[src/rtl/alu_operand_collector_pkg.sv]
// Shared definitions for the ALU operand collector: command encodings,
// operand-valid mask encodings, FSM state type and the required-operand lookup.
package alu_operand_collector_pkg;

  // Arithmetic command encodings (MODE=1)
  localparam int unsigned ARITH_ADD     = 0;
  localparam int unsigned ARITH_SUB     = 1;
  localparam int unsigned ARITH_ADD_CIN = 2;
  localparam int unsigned ARITH_SUB_CIN = 3;
  localparam int unsigned ARITH_INC_A   = 4;
  localparam int unsigned ARITH_DEC_A   = 5;
  localparam int unsigned ARITH_INC_B   = 6;
  localparam int unsigned ARITH_DEC_B   = 7;
  localparam int unsigned ARITH_CMP     = 8;
  localparam int unsigned ARITH_INC_MUL = 9;
  localparam int unsigned ARITH_SHL_MUL = 10;

  // Logical command encodings (MODE=0)
  localparam int unsigned LOGIC_AND    = 0;
  localparam int unsigned LOGIC_NAND   = 1;
  localparam int unsigned LOGIC_OR     = 2;
  localparam int unsigned LOGIC_NOR    = 3;
  localparam int unsigned LOGIC_XOR    = 4;
  localparam int unsigned LOGIC_XNOR   = 5;
  localparam int unsigned LOGIC_NOT_A  = 6;
  localparam int unsigned LOGIC_NOT_B  = 7;
  localparam int unsigned LOGIC_SHR1_A = 8;
  localparam int unsigned LOGIC_SHL1_A = 9;
  localparam int unsigned LOGIC_SHR1_B = 10;
  localparam int unsigned LOGIC_SHL1_B = 11;
  localparam int unsigned LOGIC_ROL    = 12;
  localparam int unsigned LOGIC_ROR    = 13;

  // Operand-valid mask encodings: bit0 = OPA, bit1 = OPB
  localparam logic [1:0] VALID_NONE = 2'b00;
  localparam logic [1:0] VALID_A    = 2'b01;
  localparam logic [1:0] VALID_B    = 2'b10;
  localparam logic [1:0] VALID_AB   = 2'b11;

  typedef enum logic {
    ST_IDLE = 1'b0,
    ST_WAIT = 1'b1
  } state_e;

  // Operands a command needs; VALID_NONE marks a command the ALU will reject
  function automatic logic [1:0] req_mask(input logic mode, input int unsigned cmd);
    logic [1:0] mask;
    mask = VALID_NONE;
    if (mode) begin
      case (cmd)
        ARITH_ADD, ARITH_SUB, ARITH_ADD_CIN, ARITH_SUB_CIN,
        ARITH_CMP, ARITH_INC_MUL, ARITH_SHL_MUL: mask = VALID_AB;
        ARITH_INC_A, ARITH_DEC_A:               mask = VALID_A;
        ARITH_INC_B, ARITH_DEC_B:               mask = VALID_B;
        default:                                mask = VALID_NONE;
      endcase
    end else begin
      case (cmd)
        LOGIC_AND, LOGIC_NAND, LOGIC_OR, LOGIC_NOR, LOGIC_XOR,
        LOGIC_XNOR, LOGIC_ROL, LOGIC_ROR:         mask = VALID_AB;
        LOGIC_NOT_A, LOGIC_SHR1_A, LOGIC_SHL1_A:  mask = VALID_A;
        LOGIC_NOT_B, LOGIC_SHR1_B, LOGIC_SHL1_B:  mask = VALID_B;
        default:                                  mask = VALID_NONE;
      endcase
    end
    return mask;
  endfunction

endpackage

[src/rtl/alu_operand_collector.sv]
// Operand collector in front of the ALU: gathers split OPA/OPB beats under one
// command context, issues a single registered request once complete, and drops
// a partial request with TIMEOUT_ERR after TIMEOUT enabled cycles of waiting.
module alu_operand_collector
  import alu_operand_collector_pkg::*;
#(
  parameter int WIDTH     = 8,
  parameter int CMD_WIDTH = 3,
  parameter int TIMEOUT   = 16
) (
  input  logic                 clk,
  input  logic                 rst,
  input  logic                 CE,
  input  logic                 MODE_IN,
  input  logic [CMD_WIDTH:0]   CMD_IN,
  input  logic                 CIN_IN,
  input  logic [WIDTH-1:0]     OPA_IN,
  input  logic [WIDTH-1:0]     OPB_IN,
  input  logic [1:0]           INP_VALID_IN,
  output logic [WIDTH-1:0]     OPA,
  output logic [WIDTH-1:0]     OPB,
  output logic [CMD_WIDTH:0]   CMD,
  output logic                 MODE,
  output logic                 CIN,
  output logic [1:0]           INP_VALID,
  output logic                 ISSUE,
  output logic                 TIMEOUT_ERR,
  output logic                 BUSY
);

  localparam int CNT_W = $clog2(TIMEOUT + 1);
  localparam logic [CNT_W-1:0] CNT_LAST = CNT_W'(TIMEOUT - 1);

  state_e             state, state_next;
  logic [WIDTH-1:0]   held_a, held_a_next, held_b, held_b_next;
  logic [CMD_WIDTH:0] held_cmd, held_cmd_next;
  logic               held_mode, held_mode_next, held_cin, held_cin_next;
  logic [1:0]         held_mask, held_mask_next;
  logic [CNT_W-1:0]   count, count_next;

  logic               beat;
  logic [1:0]         req_new, req_held, merged_mask;
  logic [WIDTH-1:0]   merged_a, merged_b;

  logic               do_issue, do_timeout;
  logic [WIDTH-1:0]   iss_a, iss_b;
  logic [CMD_WIDTH:0] iss_cmd;
  logic               iss_mode, iss_cin;
  logic [1:0]         iss_mask;

  assign beat        = CE && (INP_VALID_IN != VALID_NONE);
  assign req_new     = req_mask(MODE_IN, 32'(CMD_IN));
  assign req_held    = req_mask(held_mode, 32'(held_cmd));
  assign merged_a    = INP_VALID_IN[0] ? OPA_IN : held_a;
  assign merged_b    = INP_VALID_IN[1] ? OPB_IN : held_b;
  assign merged_mask = held_mask | INP_VALID_IN;

  // Next-state logic: decide between immediate issue, waiting, completion and timeout
  always_comb begin
    state_next     = state;
    held_a_next    = held_a;
    held_b_next    = held_b;
    held_cmd_next  = held_cmd;
    held_mode_next = held_mode;
    held_cin_next  = held_cin;
    held_mask_next = held_mask;
    count_next     = count;
    do_issue       = 1'b0;
    do_timeout     = 1'b0;
    iss_a          = held_a;
    iss_b          = held_b;
    iss_cmd        = held_cmd;
    iss_mode       = held_mode;
    iss_cin        = held_cin;
    iss_mask       = VALID_NONE;
    case (state)
      ST_IDLE: begin
        if (beat) begin
          if ((INP_VALID_IN & req_new) == req_new) begin
            do_issue = 1'b1;
            iss_a    = OPA_IN;
            iss_b    = OPB_IN;
            iss_cmd  = CMD_IN;
            iss_mode = MODE_IN;
            iss_cin  = CIN_IN;
            iss_mask = (req_new == VALID_NONE) ? INP_VALID_IN : req_new;
          end else begin
            state_next     = ST_WAIT;
            count_next     = '0;
            held_a_next    = OPA_IN;
            held_b_next    = OPB_IN;
            held_cmd_next  = CMD_IN;
            held_mode_next = MODE_IN;
            held_cin_next  = CIN_IN;
            held_mask_next = INP_VALID_IN;
          end
        end
      end
      ST_WAIT: begin
        if (CE) begin
          if ((merged_mask & req_held) == req_held) begin
            do_issue   = 1'b1;
            iss_a      = merged_a;
            iss_b      = merged_b;
            iss_mask   = req_held;
            state_next = ST_IDLE;
            count_next = '0;
          end else if (count == CNT_LAST) begin
            do_timeout = 1'b1;
            state_next = ST_IDLE;
            count_next = '0;
          end else begin
            count_next     = count + CNT_W'(1);
            held_a_next    = merged_a;
            held_b_next    = merged_b;
            held_mask_next = merged_mask;
          end
        end
      end
      default: state_next = ST_IDLE;
    endcase
  end

  // State, captured context and wait counter
  always_ff @(posedge clk or negedge rst) begin
    if (!rst) begin
      state     <= ST_IDLE;
      held_a    <= '0;
      held_b    <= '0;
      held_cmd  <= '0;
      held_mode <= 1'b0;
      held_cin  <= 1'b0;
      held_mask <= VALID_NONE;
      count     <= '0;
    end else begin
      state     <= state_next;
      held_a    <= held_a_next;
      held_b    <= held_b_next;
      held_cmd  <= held_cmd_next;
      held_mode <= held_mode_next;
      held_cin  <= held_cin_next;
      held_mask <= held_mask_next;
      count     <= count_next;
    end
  end

  // Registered ALU-facing outputs; payload holds between issues, pulses self-clear
  always_ff @(posedge clk or negedge rst) begin
    if (!rst) begin
      OPA         <= '0;
      OPB         <= '0;
      CMD         <= '0;
      MODE        <= 1'b0;
      CIN         <= 1'b0;
      INP_VALID   <= VALID_NONE;
      ISSUE       <= 1'b0;
      TIMEOUT_ERR <= 1'b0;
      BUSY        <= 1'b0;
    end else begin
      ISSUE       <= do_issue;
      TIMEOUT_ERR <= do_timeout;
      BUSY        <= (state_next == ST_WAIT);
      INP_VALID   <= do_issue ? iss_mask : VALID_NONE;
      if (do_issue) begin
        OPA  <= iss_mask[0] ? iss_a : '0;
        OPB  <= iss_mask[1] ? iss_b : '0;
        CMD  <= iss_cmd;
        MODE <= iss_mode;
        CIN  <= iss_cin;
      end
    end
  end

endmodule

[config.mk]
export PLATFORM = sky130hd
export DESIGN_NAME = alu_operand_collector
export DESIGN_NICKNAME = d
export VERILOG_FILES = /design/src/rtl/alu_operand_collector_pkg.sv /design/src/rtl/alu_operand_collector.sv
export SDC_FILE = /design/constraint.sdc
export NUM_CORES = 1
export LEC_CHECK = 0
export BUFFER_PORTS_ARGS = -buffer_cell sky130_fd_sc_hd__buf_2
export CELL_PAD_IN_SITES_DETAIL_PLACEMENT = 0
export CELL_PAD_IN_SITES_GLOBAL_PLACEMENT = 1
export CORE_AREA = 2 2 59 116
export DETAILED_ROUTE_END_ITERATION = 6
export DIE_AREA = 0 0 61 118
export PLACE_DENSITY = 0.89
export SYNTH_ARGS = -nofsm -noshare
export SYNTH_HDL_FRONTEND = slang
export SYNTH_SLANG_ARGS = --single-unit
[constraint.sdc]
create_clock -name clk -period 3.8 [get_ports clk]
set_input_delay 0.57 -clock clk [delete_from_list [all_inputs] [get_ports clk]]
set_output_delay 0.57 -clock clk [all_outputs]
set_load 0.1 [all_outputs]
Word level (Yosys, flattened, before mapping)
Memories as Yosys holds them, arrays and structs flattened.
Cells that the tools add are included.

word-level totals
  output and inout bits = 27
  ROM bits = 128
  memories kept = 4
  register bits after elaboration = 56

memories
  name             depth  width  rd ports  clocked after memory_dff  write ports  RTL line                         text
  (no name shown)  16     2      1         0                         0            alu_operand_collector_pkg.sv:50  case (cmd)
  (no name shown)  16     2      1         0                         0            alu_operand_collector_pkg.sv:58  case (cmd)
  (no name shown)  16     2      1         0                         0            alu_operand_collector_pkg.sv:50
  (no name shown)  16     2      1         0                         0            alu_operand_collector_pkg.sv:58

operators by class
  bitwise logic cells = 5
  eq/ne operators = 8
  reductions and logical operators = 6
  add/subtract/negate cells = 1
  mux-type cells = 71

operators by type and width
  cell                                                             number
  8-bit 2-to-1 mux                                                 22
  8-bit case mux with 2 select lines                               4
  2-bit 2-to-1 mux                                                 13
  5-bit 2-to-1 mux                                                 5
  1-bit 2-to-1 mux                                                 19
  4-bit 2-to-1 mux                                                 3
  2-bit inequality test, second input constant                     5
  5-bit case mux with 2 select lines                               1
  2-bit case mux with 2 select lines                               2
  3-bit AND reduction                                              2
  5-bit by 1-bit adder with 5-bit output, second input constant    1
  5-bit by 4-bit == test with 1-bit output, second input constant  1
  5-bit AND reduction                                              1
  2-bit AND                                                        2
  2-bit == test                                                    2
  1-bit case mux with 2 select lines                               2
  2-bit zero test                                                  1
  1-bit NOT                                                        2
  2-bit OR                                                         1
  2-bit nonzero test                                               1
  1-bit logical AND                                                1

Logic depth before layout (Yosys ltp)
An unclocked memory read counts as a cell.

  word-level depth = 8
  mapped depth = 9
  gate-level depth less buffers = 8

Worst setup path before layout
Ideal clock, no wire load.

  path type = register to register
  from = register BUSY (netlist name)
  to = register OPB[0]
  path slack = 1.472 ns
  clock period less this slack = 2.328 ns
  data required time = 3.666 ns
  cell stages (with the launch flop) = 7
  arrival time = 2.194 ns
  path buffers = 1
  setup time = 0.134 ns
  path through = dfrtp_1 clkbuf_1 nor2b_1 o2111ai_1 nand2_2 a32oi_2 o2bb2ai_1

RTL lines
  what                  RTL line                      text
  end signal, assigned  alu_operand_collector.sv:166  OPB <= iss_mask[1] ? iss_b : '0;
  end, declared         alu_operand_collector.sv:21   output logic [WIDTH-1:0] OPB,

Worst setup path after layout
  from = register held_cmd[1]
  to = register OPA[3]

on the way
  longest elaborated chain between the ends = 8
  elaborated cells between the ends (all ways) = 15
  classes of those cells = eq/ne (1); mux (11); bitwise (1); memory (2)

ends and longest elaborated chain
  what                                                                                             RTL line                         text
  start, declared                                                                                  alu_operand_collector.sv:36      logic [CMD_WIDTH:0] held_cmd, held_cmd_next;
  start signal, assigned                                                                           alu_operand_collector.sv:139     held_cmd <= held_cmd_next;
  memory 16 x 2 bit, on equally long branches                                                      -
  2-bit 2-to-1 mux (*)                                                                             alu_operand_collector_pkg.sv:49  if (mode) begin
  2-bit AND                                                                                        alu_operand_collector.sv:101     if ((merged_mask & req_held) == req_held) begin
  2-bit == test                                                                                    alu_operand_collector.sv:101
  8-bit 2-to-1 mux / 2-bit 2-to-1 mux (equally long branches)                                      alu_operand_collector.sv:101
  8-bit 2-to-1 mux / 2-bit 2-to-1 mux (equally long branches)                                      alu_operand_collector.sv:100     if (CE) begin
  8-bit case mux with 2 select lines / 2-bit case mux with 2 select lines (equally long branches)  alu_operand_collector.sv:76      case (state)
  8-bit 2-to-1 mux                                                                                 alu_operand_collector.sv:165     OPA <= iss_mask[0] ? iss_a : '0;
  end signal, assigned                                                                             alu_operand_collector.sv:165
  end, declared                                                                                    alu_operand_collector.sv:20      output logic [WIDTH-1:0] OPA,

Mark *: on every way between the ends. The rest lies on a longest branch, timed or not.
A chain may end at the register's enable or synchronous reset.

==> flow_metrics.tcl <==
set metrics [dict create \
    status "finished clean" \
    wire_per_inst_um 16.4 \
    syn_inst 243 \
    synth_enable_flop_cells 0 \
    io_buffers 53 \
    wl_um 6330 \
    r2r_slack_ns 1.19 \
    clock-sinks 56 \
    synth_nets 277 \
    place_congestion 0.855 \
    num_io_pins 54 \
    viasPerCell 5.54 \
    postLayoutCellArea_um2 3380 \
    p_int_w 0.00152 \
    skew_ns 0.00776 \
    antenna_found_initial 0 \
    critPathMaxFanout 9 \
    synth_compound_area_share_pct 18.0 \
    firstDrtPassIters 4 \
    syn_avg_cell_area_um2 11.9 \
    async_flop_share_pct 100 \
    syn_area_um2 2880 \
    initial_utilization_pct 45.6 \
    rsz0062_at_grt "no" \
    ys.flop_type "dfrtp_1" \
    final_cell_mix "dfrtp_1 (56), buf_2 (53), mux2i_1 (21)" \
    synthXorXnorAreaFrac_pct 0.304 \
    clk_latency_ns 0.30 \
    reg2reg_depth 8 \
    slowest_delay_ns 0.52 \
    hp-class "input pin to async pin" \
    drive_gt1_share_pct 32.7 \
    slowest_stage "nor3_4" \
    worstPathRequired_ns 4.01 \
    ir_drop_uv 749 \
    r2r_end "OPA[3]" \
    drc_errors 0 \
    synth.distinct_cells 47 \
    yosysSeqAreaShare_pct 48.7 \
    place_area_um2 3230 \
    via_count 2139 \
    synth_top_family_by_area "compound AO/OA/AOI/OAI gates" \
    endpoint "OPA[3]" \
    netSwitchingPower_w 0.00165 \
    cts_buffers 5 \
    cp-start-kind "flip-flop" \
    hpwl_um 4790 \
    p_comb_share_pct 52.8 \
    fp.coreArea_um2 6310 \
    timing.critical_path.arrival_ns 2.83 \
    power_frac_clock_pct 14.8 \
    endpoint_kind "flip-flop" \
    fin_crit_sh_pct 68.7 \
    cap_violations 0 \
    cts_setup_buffers 0 \
    worstSetupStartpoint "held_cmd[1]" \
    post_cts_resized 0 \
    crit_type "flip-flop to flip-flop" \
    reg2reg_from "held_cmd[1]" \
    synth.ff_latch_count 56 \
    drtIter0Drc 53 \
    layout_commonest_cell "dfrtp_1" \
    dieArea_um2 7200 \
    cts_htree_levels 2 \
    yosys.area_share.adder_pct 3.04 \
    p_seq_share_pct 32.4 \
    cts_root_buf "clkbuf_16" \
    clkTransAtPathRegs_ns 0.08 \
    tritoncts "yes" \
    clock.fmax_mhz 383 \
    globalRouteOverflowTotal 0 \
    row_count 41 \
    slew_headroom_pct 40.2 \
    final_util_pct 53.6 \
    synth-simple-area-share_pct 12.7 \
    ant_nets 0 \
    grt_first_pass_wirelength_um 10300 \
    cts_max_path_buffers 2 \
    die_x_um 61 \
    crit_chain "inv_1, ha_1, or3b_1, a21oi_2, nor4_4, nor3_4, a32oi_2, o2bb2ai_1" \
    finalSetupViolations 0 \
    yosysWarnings 0 \
    grt_util_all_layers_pct 18.9 \
    grt_pass1_vias 2189 \
    tns_ns 0 \
    leakage_nw 1.53 \
    synthToLayoutAreaGrowth_pct 17.4 \
    diodes 0 \
    power.density_nw_per_um2 937 \
    final-max-slew-violation-count 0 \
    swShare_pct 52.2 \
    fin_crit_ns 2.61 \
    hold_buffers 0 \
    fp.dieH_um 118 \
    nets 333 \
    hold_violations 0 \
    grt_max_degree 42 \
    tightestPinTransition_ns 0.897 \
    muxShareOfSynthArea_pct 15.1 \
]
==> routing by layer <==
| layer | global-route usage [%] | share of wire (%) | up-vias |
|---|---|---|---|
| met4 | 10.1 | 3.6 | 0 |
| met5 | 0 | 0 | - |
| li1 | - | - | 1009 |
| met2 | 32.3 | 55 | 54 |
| met3 | 2.86 | 3.2 | 18 |
| met1 | 21.3 | 38 | 1058 |
==> worst min-delay path by stage <==
stage / start / end / slack, ns / cells after the start
floorplan: rst / BUSY / 0.27 / 0
global placement: CMD[1] / CMD[1] / 0.46 / 1
detailed placement: CMD[1] / CMD[1] / 0.47 / 1
CTS: rst / held_a[3] / 0.42 / 1
global route: rst / held_b[7] / 0.47 / 1
finish: rst / held_a[3] / 0.40 / 1
==> power groups by stage <==
stage	Combinational [W]	Clock, W	Sequential [W]
after global routing	0.00176	0.000509	0.00106
final	0.00167	0.000468	0.00103
after CTS	0.00169	0.000485	0.00103
after detailed placement	0.00169	0	0.00103
after global placement	0.00166	0	0.00102
after floorplan	0.000602	0	0.00180
==> flip-flops by register name, summed over array words and instances (netlist names) <==
register,flops
held_mode,1
TIMEOUT_ERR,1
BUSY,1
held_a,8
held_b,8
held_mask,2
ISSUE,1
OPA,8
OPB,8
INP_VALID,2
CMD,4
CIN,1
MODE,1
held_cmd,4
held_cin,1
count,5
==> cells by family (layout without fill, tap and decap cells) <==
group           Yosys count  in the layout
flops                    56             56
simple gates             62             62
xor+xnor                  1              1
mux                      41             41
buf+inv                  14             71
compound gates           62             62
fa+ha+maj                 7              7
==> layout make-up <==
cell class                 count  area, um^2
fill                         593        2930
multi-input combinational    173        1420
sequential                    56        1400
timing repair buffer          54         273
clock buffer                   5         125
tap                           86         108
inverter                       9        33.8
clock inverter                 3        25.0
==> through the flow <==
stage	setup WS, ns	hold WS [ns]	total power [W]	instances
2_1_floorplan	1.47	0.274	0.00240	243
3_3_place_gp	1.07	0.463	0.00269	378
3_5_place_dp	0.988	0.469	0.00272	378
4_1_cts	1.18	0.424	0.00320	386
5_1_grt	1.05	0.469	0.00333	386
6_report	1.19	0.396	0.00317	386
==> Yosys cell counts (all sizes together) (3+ instances only) <==
master / instances / area (um^2)
dfrtp: 56 / 1400
mux2i: 21 / 210
nand2: 21 / 81.3
mux2: 20 / 225
o21ai: 17 / 92.6
o2bb2ai: 16 / 140
nor2: 12 / 52.6
inv: 9 / 33.8
a21oi: 7 / 42.5
ha: 7 / 87.6
nand3: 7 / 35.0
a22o: 4 / 35.0
nand2b: 4 / 25.0
nor2b: 4 / 25.0
o211ai: 4 / 48.8
buf: 3 / 21.3
==> worst max-delay path, delay by kind of cell, from the launching register on <==
family / cells / cell delay, ns
and+or+nand+nor: 3 / 1.02
AOI/OAI and AO/OA: 3 / 0.71
DFF: 1 / 0.45
adders and majority gates: 1 / 0.23
buffers and inverters: 1 / 0.12
(Power assumes the default switching activity.)
